### config.mk
export PLATFORM = sky130hd
export DESIGN_NAME = onehot_grant_decoder
export DESIGN_NICKNAME = d
export VERILOG_FILES = /design/src/rtl/onehot_grant_pkg.sv /design/src/rtl/grant_skid_buf.sv /design/src/rtl/onehot_grant_decoder.sv
export SDC_FILE = /design/constraint.sdc
export NUM_CORES = 1
export LEC_CHECK = 0
export CAP_MARGIN = 20
export CORE_MARGIN = 3
export CORE_UTILIZATION = 51
export DETAILED_ROUTE_END_ITERATION = 8
export PLACE_DENSITY = 0.86
export SETUP_SLACK_MARGIN = 0.05
export SYNTH_ARGS = -nofsm -noshare
export SYNTH_HDL_FRONTEND = slang
export SYNTH_HIERARCHICAL = 1
export SYNTH_SLANG_ARGS = --single-unit
### constraint.sdc
create_clock -name clk -period 5.2 [get_ports clk]
set_clock_uncertainty 0.15 [all_clocks]
set_input_delay 1.04 -clock clk [delete_from_list [all_inputs] [get_ports clk]]
set_output_delay 1.04 -clock clk [all_outputs]
set_load 0.03 [all_outputs]
### src/rtl/onehot_grant_pkg.sv
// Shared types and constants for the one-hot grant decoder.
// The optional per-line hit counters are enabled with ONEHOT_GRANT_HIT_CNT_EN.
package onehot_grant_pkg;

  localparam int NUM_LINES = 8;
  localparam int CODE_W    = 3;

  typedef logic [CODE_W-1:0]    code_t;
  typedef logic [NUM_LINES-1:0] onehot_t;

  typedef enum logic [1:0] {
    IDLE  = 2'd0,
    DRIVE = 2'd1,
    GAP   = 2'd2
  } state_t;

  // Binary line index to one-hot grant vector.
  function automatic onehot_t code_to_onehot(code_t code);
    onehot_t vec;
    vec       = '0;
    vec[code] = 1'b1;
    return vec;
  endfunction

endpackage

### src/rtl/grant_skid_buf.sv
// One-entry skid buffer for grant codes. Upstream ready depends only on the
// registered full flag, so it never forms a combinational path to the sink.
module grant_skid_buf
  import onehot_grant_pkg::*;
(
  input  logic  clk,
  input  logic  rst_n,
  input  logic  s_valid,
  output logic  s_ready,
  input  code_t s_data,
  output logic  m_valid,
  input  logic  m_ready,
  output code_t m_data
);

  logic  full_q;
  code_t data_q;

  assign s_ready = !full_q;
  assign m_valid = full_q;
  assign m_data  = data_q;

  // Capture on push, release on pop; push and pop never coincide because
  // a push needs the entry empty and a pop needs it full.
  // NOTE: sequential state uses non-blocking assignments so every flop samples
  // pre-edge values regardless of block evaluation order.
  always_ff @(posedge clk or negedge rst_n) begin
    if (!rst_n) begin
      full_q <= 1'b0;
      data_q <= '0;
    end else if (s_valid && s_ready) begin
      full_q <= 1'b1;
      data_q <= s_data;
    end else if (m_valid && m_ready) begin
      full_q <= 1'b0;
    end
  end

endmodule

### src/rtl/onehot_grant_decoder.sv
// Decodes accepted 3-bit line indices into registered one-hot grants with a
// valid/ready handshake on both sides, a one-entry skid buffer and an
// optional idle gap (GAP_CYCLES) after every completed output transfer.
// Define ONEHOT_GRANT_HIT_CNT_EN to add saturating per-line completion counters.
module onehot_grant_decoder
  import onehot_grant_pkg::*;
#(
  parameter int GAP_CYCLES = 0
) (
  input  logic        clk,
  input  logic        rst_n,
  input  logic        in_valid,
  output logic        in_ready,
  input  logic [2:0]  in_code,
  output logic        out_valid,
  input  logic        out_ready,
  output logic [7:0]  out_onehot,
  output logic [2:0]  out_code
`ifdef ONEHOT_GRANT_HIT_CNT_EN
  ,
  input  logic [2:0]  hit_cnt_sel,
  output logic [7:0]  hit_cnt
`endif
);

  localparam logic [3:0] GAP_LAST = (GAP_CYCLES > 0) ? 4'(GAP_CYCLES - 1) : 4'd0;

  state_t     state_q;
  logic       out_valid_q;
  code_t      out_code_q;
  onehot_t    out_onehot_q;
  logic [3:0] gap_cnt_q;

  logic  accept;
  logic  skid_valid;
  code_t skid_data;
  logic  skid_push;
  logic  skid_pop;
  logic  slot_open;
  logic  load_in;
  logic  load;
  code_t code_d;

  assign accept    = in_valid && in_ready;
  assign skid_push = accept && !load_in;

  grant_skid_buf u_skid (
    .clk     (clk),
    .rst_n   (rst_n),
    .s_valid (skid_push),
    .s_ready (in_ready),
    .s_data  (in_code),
    .m_valid (skid_valid),
    .m_ready (skid_pop),
    .m_data  (skid_data)
  );

  // Decide whether the output register can take a new item this cycle and
  // where it comes from; the skid entry always goes before a fresh input.
  // NOTE: every signal gets a default at the top so no path leaves one
  // unassigned, which would otherwise infer a latch.
  always_comb begin
    slot_open = 1'b0;
    skid_pop  = 1'b0;
    load_in   = 1'b0;
    unique case (state_q)
      IDLE:    slot_open = 1'b1;
      DRIVE:   slot_open = out_ready && (GAP_CYCLES == 0);
      GAP:     slot_open = (gap_cnt_q == GAP_LAST);
      default: slot_open = 1'b0;
    endcase
    if (slot_open) begin
      if (skid_valid) skid_pop = 1'b1;
      else            load_in  = accept;
    end
    load   = skid_pop || load_in;
    code_d = skid_pop ? skid_data : in_code;
  end

  // Output FSM: registered valid, code and one-hot grant plus gap counter.
  always_ff @(posedge clk or negedge rst_n) begin
    if (!rst_n) begin
      state_q      <= IDLE;
      out_valid_q  <= 1'b0;
      out_code_q   <= '0;
      out_onehot_q <= '0;
      gap_cnt_q    <= '0;
    end else begin
      unique case (state_q)
        IDLE: begin
          if (load) begin
            state_q      <= DRIVE;
            out_valid_q  <= 1'b1;
            out_code_q   <= code_d;
            out_onehot_q <= code_to_onehot(code_d);
          end
        end
        DRIVE: begin
          if (out_ready) begin
            if (load) begin
              out_code_q   <= code_d;
              out_onehot_q <= code_to_onehot(code_d);
            end else begin
              out_valid_q  <= 1'b0;
              out_code_q   <= '0;
              out_onehot_q <= '0;
              gap_cnt_q    <= '0;
              state_q      <= (GAP_CYCLES == 0) ? IDLE : GAP;
            end
          end
        end
        GAP: begin
          if (gap_cnt_q == GAP_LAST) begin
            gap_cnt_q <= '0;
            if (load) begin
              state_q      <= DRIVE;
              out_valid_q  <= 1'b1;
              out_code_q   <= code_d;
              out_onehot_q <= code_to_onehot(code_d);
            end else begin
              state_q <= IDLE;
            end
          end else begin
            gap_cnt_q <= gap_cnt_q + 4'd1;
          end
        end
        default: state_q <= IDLE;
      endcase
    end
  end

  assign out_valid  = out_valid_q;
  assign out_code   = out_code_q;
  assign out_onehot = out_onehot_q;

`ifdef ONEHOT_GRANT_HIT_CNT_EN
  logic [7:0] hit_cnt_q [NUM_LINES];

  // Count completed transfers per line, saturating at 255.
  // NOTE: this small register array holds architectural counts, so it is
  // reset entry by entry rather than left as uninitialised storage.
  always_ff @(posedge clk or negedge rst_n) begin
    if (!rst_n) begin
      for (int i = 0; i < NUM_LINES; i++) hit_cnt_q[i] <= '0;
    end else if (out_valid_q && out_ready && (hit_cnt_q[out_code_q] != 8'hFF)) begin
      hit_cnt_q[out_code_q] <= hit_cnt_q[out_code_q] + 8'd1;
    end
  end

  assign hit_cnt = hit_cnt_q[hit_cnt_sel];
`endif

endmodule

# Word level (Yosys, flattened, before mapping)

Index checks and enable logic that the tools add are counted.

Register bits after elaboration: 22
Logic and storage cells: 68

Add/sub/neg operators: 1
Magnitude comparators: 2
Equality and inequality tests: 6
Multiplexer cells: 35
Reductions and logical operators: 17

Operator list:

| operator                                                                      | number |
|---|---|
| 8-bit two-way mux                                                             | 4 |
| 8-bit one-hot mux with 3 select lines                                         | 1 |
| 3-bit two-way mux                                                             | 5 |
| 1-bit two-way mux                                                             | 12 |
| 4-bit two-way mux                                                             | 3 |
| 3-bit one-hot mux with 3 select lines                                         | 1 |
| 2-bit two-way mux                                                             | 4 |
| 2-bit inequality test (second input constant)                                 | 4 |
| 4-bit one-hot mux with 2 select lines                                         | 1 |
| 4-bit AND reduction                                                           | 2 |
| 1-bit one-hot mux with 3 select lines                                         | 2 |
| 2-bit one-hot mux with 3 select lines                                         | 1 |
| 3-bit AND reduction                                                           | 2 |
| 1-bit logical AND                                                             | 5 |
| 4-bit by 1-bit adder with 4-bit output (second input constant)                | 1 |
| 4-bit zero test                                                               | 1 |
| 3-bit by 4-bit less-than comparator with 1-bit output (second input constant) | 1 |
| 2-bit nonzero test                                                            | 2 |
| 1-bit demux with 3-bit select                                                 | 1 |
| 3-bit by 1-bit >= comparator with 1-bit output (second input constant)        | 1 |
| 3-bit nonzero test                                                            | 1 |
| 2-bit by 1-bit == test with 1-bit output (second input constant)              | 1 |
| 2-bit == test (second input constant)                                         | 1 |
| 1-bit zero test                                                               | 2 |
| other kinds (2)                                                               | 2 |

# Depth between registers and ports, before layout

Gate-level depths: netlist of run 1.

Word-level depth: 11
Mapped depth: 8
Gate-level depth less buffers: 7

# Modules after synthesis

Netlist of run 1, hierarchy kept.

By module, submodules not included:

| module               | instances | cells an instance | area each (sq um) | seq. area each (sq um) |
|---|---|---|---|---|
| onehot_grant_decoder | 1         | 65                | 704.4             | 325.3 |
| grant_skid_buf       | 1         | 10                | 170.2             | 100.1 |

# Worst setup path before layout of run 1

No wires, ideal clock.

Kind: input-to-reg
From: input out_ready
To: register out_valid_q (netlist: out_valid)
Data arrival time: 2.050 ns
Data required time: 4.929 ns
Setup slack: 2.878 ns
Cell stages on the path: 8
Buffers on the path: 2
Cell sequence: nor2b_4 buf_6 buf_2 or2_2 inv_1 ha_1 nor3_1 o22a_1

Longest elaborated chain between the ends: 6
Elaborated cells on any way between the ends: 10

RTL lines:

| element                               | RTL line                    | RTL |
|---|---|---|
| from (decl)                           | onehot_grant_decoder.sv:16  | `input logic out_ready,` |
| 1-bit one-hot mux with 3 select lines | onehot_grant_decoder.sv:66  | `unique case (state_q)` |
| 1-bit two-way mux                     | onehot_grant_decoder.sv:72  | `if (slot_open) begin` |
| 1-bit logical OR                      | onehot_grant_decoder.sv:76  | `load = skid_pop \|\| load_in;` |
| 1-bit two-way mux (2 in series)       | --                          |  |
| 1-bit one-hot mux with 3 select lines | --                          |  |
| to (signal assigned)                  | onehot_grant_decoder.sv:84  | `out_valid_q <= 1'b0;` |
| to (signal assigned)                  | onehot_grant_decoder.sv:93  | `out_valid_q <= 1'b1;` |
| to (signal assigned)                  | onehot_grant_decoder.sv:104 | `out_valid_q <= 1'b0;` |
| to (decl)                             | onehot_grant_decoder.sv:29  | `logic out_valid_q;` |

Parallel ways exist; a longest one is shown, timed or not. The select of a mux whose other input is x is not followed.
A chain may end at the register's enable or synchronous reset.

# Final worst setup path of run 1

From: register u_skid.full_q (netlist: u_skid/m_valid)
To: output in_ready

Longest elaborated chain between the ends: 1

RTL lines:

| element                | RTL line                   | RTL |
|---|---|---|
| from (decl)            | grant_skid_buf.sv:16       | `logic full_q;` |
| from (signal assigned) | grant_skid_buf.sv:29       | `full_q <= 1'b0;` |
| from (signal assigned) | grant_skid_buf.sv:32       | `full_q <= 1'b1;` |
| from (signal assigned) | grant_skid_buf.sv:35       | `full_q <= 1'b0;` |
| 1-bit zero test        | grant_skid_buf.sv:19       | `assign s_ready = !full_q;` |
| to (decl)              | onehot_grant_decoder.sv:13 | `output logic in_ready,` |

No other way between the ends.

==> results of run 1 <==
## worst reg2reg max path: cells and delay by family (launching register included)
| family | cells | cell delay, ns |
|---|---|---|
| compound gates | 2 | 0.39 |
| fa+ha+maj | 1 | 0.18 |
| buf+inv | 2 | 0.21 |
| flops | 1 | 0.61 |
| simple gates | 2 | 0.36 |
## cell usage in the layout (no fill, tap or decap)
cell	n
clkdlybuf4s50_1	19
dfrtp_1	17
a221o_1	9
nand2_1	5
nor3_1	5
nor4b_1	4
nor2_1	3
inv_1	3
nor3b_1	3
clkbuf_4	3
mux2_4	3
nor2b_4	2
nor4_1	2
mux2i_1	2
o2bb2ai_1	2
nor2b_1	1
a21oi_1	1
or2_2	1
o22a_1	1
a21o_1	1
nand2b_1	1
and2_1	1
and3_1	1
o21ai_0	1
ha_1	1
clkbuf_1	1
o21bai_1	1
## flip-flops by register name (all words and copies together) (netlist names)
name,flops
out_valid,1
state_q,1
u_skid/m_valid,1
out_code,3
out_onehot,8
u_skid/m_data,3
## metrics by stage
step                      instance area (µm²)  std cells  setup slack, ns
after global routing                     1080        110             2.22
after global placement                   1050        106             2.42
after floorplan                           875         75             2.88
after detailed placement                 1050        106             2.37
after CTS                                1080        110             2.31
final                                    1080        110             2.29
## routing by layer
| metal | GRT usage (%) | part of all wire, % | vias up |
|---|---|---|---|
| met1 | 25.1 | 44 | 329 |
| met4 | 8.29 | 1.7 | 0 |
| met5 | 0 | 0 | - |
| met3 | 3.38 | 7.5 | 5 |
| met2 | 31.6 | 47 | 41 |
| li1 | - | - | 325 |
## power breakdown
part	internal, mW	switching [mW]	leakage [nW]
clock	0.0299	0.0423	0.0150
combinational	0.174	0.200	0.233
sequential	0.190	0.0612	0.218
total	0.394	0.303	0.466
## final cells by class
type / instances / area (µm²) / share of cell area, %
well taps: 16 / 20.0 / 1.86
repair buffers: 19 / 190 / 17.7
inverters: 3 / 11.3 / 1.05
clock buffers: 4 / 26.3 / 2.44
multi-input cells: 51 / 403 / 37.4
flip-flops and latches: 17 / 425 / 39.5
## kinds of logic (layout without fill, tap and decap cells)
group	count (synthesis)	count (layout)
compound gates	16	16
mux	5	5
flops	17	17
buf+inv	7	26
fa+ha+maj	1	1
simple gates	29	29
## worst max-delay path by stage
| stage | from | endpoint | slack, ns | depth (start not counted) |
|---|---|---|---|---|
| after floorplan | out_ready | out_valid | 2.88 | 8 |
| after global placement | out_ready | out_valid | 2.42 | 7 |
| after detailed placement | out_ready | u_skid/m_data[0] | 2.37 | 6 |
| after CTS | u_skid/m_valid | in_ready | 2.31 | 2 |
| after global routing | u_skid/m_valid | in_ready | 2.22 | 2 |
| final | u_skid/m_valid | in_ready | 2.29 | 2 |
==> impl_metrics.ini, run 1 <==
[timing]
tns_ns = 0
fin_crit_sh_pct = 55.9
worst_pin_slew_ns = 0.760
finalSetupViolations = 0
hold_viol_final = 0
fin_crit_ns = 2.91
slew-limit-headroom_pct = 49.2
whs_ns = 0.344
drv_slew = 0
rsz0062_at_grt = false
fmax_mhz = 344

[clock_tree]
postCtsSetupRepairBufs = 0
cts_hold_buf = 0
htree_levels = 1
cts_tree = built
ctsRootBufferMaster = clkbuf_4
cts_num_sinks = 17
clk_path_buf_depth = 2
numCtsBuffers = 3
cts_resized = 0
cts.clk_slew.worst_paths_ns = 0.10
worstSkewPairLatency_ns = 0.29

[logic_synthesis]
synth_top_area_cell = dfrtp_1
syn_inst = 75
synth_xor_area_share_pct = 0
synth_seq_cells = 17
synthArstFlopShare_pct = 100
syn_area_um2 = 875
yosysMostFrequentCell = dfrtp_1
yosysSeqAreaShare_pct = 48.6
synth_edf_count = 0
synth_simple_gate_area_share_pct = 21.0
synth_top_area_share_pct = 48.6
synth_area_per_cell_um2 = 11.7
synthAdderAreaFrac_pct = 1.43
yosysUniqueCellTypes = 27
synth_compound_area_share_pct = 16.2
synth_warnings = 6
synth.mux.area_fraction_pct = 7.44
synth_area_leaders = dfrtp_1, a221o_1, mux2_4
synth_ff_type = dfrtp_1
synth_top_family_by_area = simple AND/OR/NAND/NOR gates
syn_nets = 83
ys_top_cells_by_count = dfrtp_1, a221o_1, nand2_1, nor3_1, nor4b_1

[worst_hold_path]
min_path_type = reg2reg
whs_endpoint = out_valid
hold_depth = 1
holdCritStartpoint = out_valid

[power_and_ir_drop]
p_per_area_nw_per_um2 = 647
leakagePower_nw = 0.466
vdd_drop_max_v = 0.000375
total_power_mw = 0.697

[final_layout]
antenna_cells = 0
drive_above_1_share_pct = 9.57
n_fill_cell = 129
area_growth_pct = 23.0
final_core_util_pct = 69.0
final_net_count = 103

[setup_path]
cp_cell_sequence = inv_1 > clkdlybuf4s50_1
r2r_setup_slack_ns = 3.23
worstSetupEndpointType = output pin
path_class = reg2out
reg2reg_from = u_skid/m_valid
path_delay_family = buffers and inverters
required_ns = 4.01
slowest_stage = clkdlybuf4s50_1
slowest_delay_ns = 0.69
critPathMaxFanout = 11
arrival_ns = 1.72
worstPathBufferInverterCount = 2
r2r-end = out_valid
reg2regPathDepth = 7
critPathLaunchType = register

[floorplanning]
boundaryPins = 20
dieHeight_um = 47.4
rows = 14
dieArea_um2 = 2250
die_w_um = 47.4
core_area_um2 = 1560
initial_core_util_pct = 56.1

[global_route]
antenna_found_initial = 0
grt_max_degree = 18
grt_usage_pct = 19.3
grt_pass1_vias = 679
grt-ovfl-total = 0
grt_pass1_wl_mm = 2.93

[routing]
postRouteAntennaNets = 0
drt_iter0_drc = 15
wirelength_mm = 1.86
drc = 0
drtPass1Iterations = 4
num_vias = 700
routedWlPerCell_um = 16.9
via_per_inst = 6.36

[placed_design]
numPortBuffers = 19
place_congestion = 0.808

[job]
max_cap_viol_count = 0

[run_status]
status = complete, no violations
Note: power is estimated with default switching activity, not from simulation.
==> inputs of run 2 (changes only) <==
- CORE_UTILIZATION: 51 -> 48
- PLACE_DENSITY: 0.86 -> 0.82
- clock period: 5.2 -> 2.8 ns (I/O delays scaled with it)
==> run 2 against run 1 <==
  * Critical path depth is the same
  * Worst hold slack better by 0.0087 ns
  * Die area grew 5.5%
  * Sequential power grew 85%
  * Via count down 2.3%
  * Non-clock buffer count did not move
  * Combinational power grew 86%
  * Critical path type unchanged
  * Flip-flop and latch count did not move
  * Global-route usage decreased by 2.5 points
  * Utilization is 1.6 points lower
  * Highest routed layer unchanged
==> impl_metrics.ini, run 2 (synthesized netlist as in run 1, its figures left out) <==
[run_status]
status = complete, no violations

[timing]
fin_crit_ns = 2.42
final.setup.worst_slack_ns = 0.384
drv_slew = 0
fin_crit_sh_pct = 86.3
tns_ns = 0
hold_viol_final = 0
worst_pin_slew_ns = 0.729
fmax_mhz = 414
finalSetupViolations = 0
rsz0062_at_grt = false
slew-limit-headroom_pct = 51.2

[global_route]
grt-ovfl-total = 0
grt_pass1_vias = 693
grt_pass1_wl_mm = 3.14
antenna_found_initial = 0
grt_usage_pct = 16.8
grt_max_degree = 18

[routing]
via_per_inst = 5.80
routedWlPerCell_um = 15.2
num_vias = 684
wirelength_mm = 1.79
drc = 0
drt_iter0_drc = 15
drtPass1Iterations = 4
postRouteAntennaNets = 0

[clock_tree]
cts_num_sinks = 17
postCtsSetupRepairBufs = 0
numCtsBuffers = 3
ctsRootBufferMaster = clkbuf_4
worstSkewPairLatency_ns = 0.28
cts_hold_buf = 0
htree_levels = 1
cts_tree = built
clk_path_buf_depth = 2
cts_resized = 0
cts.clk_slew.worst_paths_ns = 0.10

[placed_design]
pre_cts_ws_ns = 0.459
numPortBuffers = 19
hpwl_mm = 1.36
place_congestion = 0.806

[final_layout]
layout_commonest_cell = clkdlybuf4s50_1
largest_reg_flops = 8
antenna_cells = 0
final_net_count = 103
mostFrequentLayoutCells = clkdlybuf4s50_1, dfrtp_1, a221o_1
drive_above_1_share_pct = 9.57
area_growth_pct = 24.2
n_fill_cell = 134

[floorplanning]
dieHeight_um = 48.7
rows = 14
dieArea_um2 = 2370
die_w_um = 48.7
core_area_um2 = 1610
boundaryPins = 20
initial_core_util_pct = 54.3

[setup_path]
critPathLaunchType = register
slowest_stage = clkdlybuf4s50_1
worstPathBufferInverterCount = 2
cp_cell_sequence = inv_1 > clkdlybuf4s50_1
slowest_delay_ns = 0.69
worstSetupEndpointType = output pin
arrival_ns = 1.71
reg2regPathDepth = 7
r2r_setup_slack_ns = 0.84
r2r-end = out_valid
crit_cells = 2
critPathMaxFanout = 11
path_class = reg2out
path_delay_family = buffers and inverters
required_ns = 2.09
reg2reg_from = u_skid/m_valid

[power_and_ir_drop]
switchingPower_mw = 0.556
p_per_area_nw_per_um2 = 1190
switching_share_pct = 43.2
pwr-share-comb_pct = 53.7
clkPwrFrac_pct = 10.1
pwr-share-seq_pct = 36.1
vdd_drop_max_v = 0.000763
p_int_mw = 0.731
leakagePower_nw = 0.466

[worst_hold_path]
hold_depth = 1
min_path_type = reg2reg
holdCritStartpoint = out_code[1]
whs_endpoint = out_code[1]

[job]
max_cap_viol_count = 0
run 2: how the worst max path moves through the flow:
stage              startpoint          endpoint  slack [ns]
4_1_cts        u_skid/m_valid          in_ready        0.38
5_1_grt        u_skid/m_valid          in_ready        0.31
2_1_floorplan       out_ready         out_valid        0.96
6_report       u_skid/m_valid          in_ready        0.38
3_3_place_gp        out_ready         out_valid        0.49
3_5_place_dp        out_ready  u_skid/m_data[0]        0.46
run 2: layout make-up:
| type | instances | area [µm²] | area share (%) |
|---|---|---|---|
| multi-input combinational | 51 | 403 | 37.1 |
| clock buffer | 4 | 26.3 | 2.42 |
| inverter | 3 | 11.3 | 1.04 |
| tap | 24 | 30.0 | 2.76 |
| sequential | 17 | 425 | 39.2 |
| timing repair buffer | 19 | 190 | 17.5 |
run 2: power groups by stage:
stage / registers [mW] / clock network (mW) / logic, mW
final: 0.465 / 0.131 / 0.692
after global routing: 0.488 / 0.148 / 0.745
after CTS: 0.466 / 0.132 / 0.699
after detailed placement: 0.470 / 0 / 0.696
after global placement: 0.462 / 0 / 0.679
after floorplan: 0.576 / 0 / 0.376
run 2: metrics by stage:
| stage | std cells | utilization, % | cell area [µm²] | hold WS, ns | total power, mW |
|---|---|---|---|---|---|
| finish | 118 | 67.4 | 1090 | 0.353 | 1.29 |
| CTS | 118 | 67.4 | 1090 | 0.356 | 1.30 |
| global route | 118 | 67.4 | 1090 | 0.388 | 1.38 |
| floorplan | 75 | - | 875 | 0.114 | 0.952 |
| global placement | 114 | 65.8 | 1060 | 0.326 | 1.14 |
| detailed placement | 114 | 65.8 | 1060 | 0.323 | 1.17 |
run 2: layer usage:
layer | share of wire [%] | global-route usage [%] | up-vias
met2 | 46 | 25.8 | 30
met1 | 47 | 22.5 | 327
met3 | 5.1 | 2.76 | 6
met4 | 2.2 | 9.48 | 0
met5 | 0 | 0 | -
li1 | - | - | 321
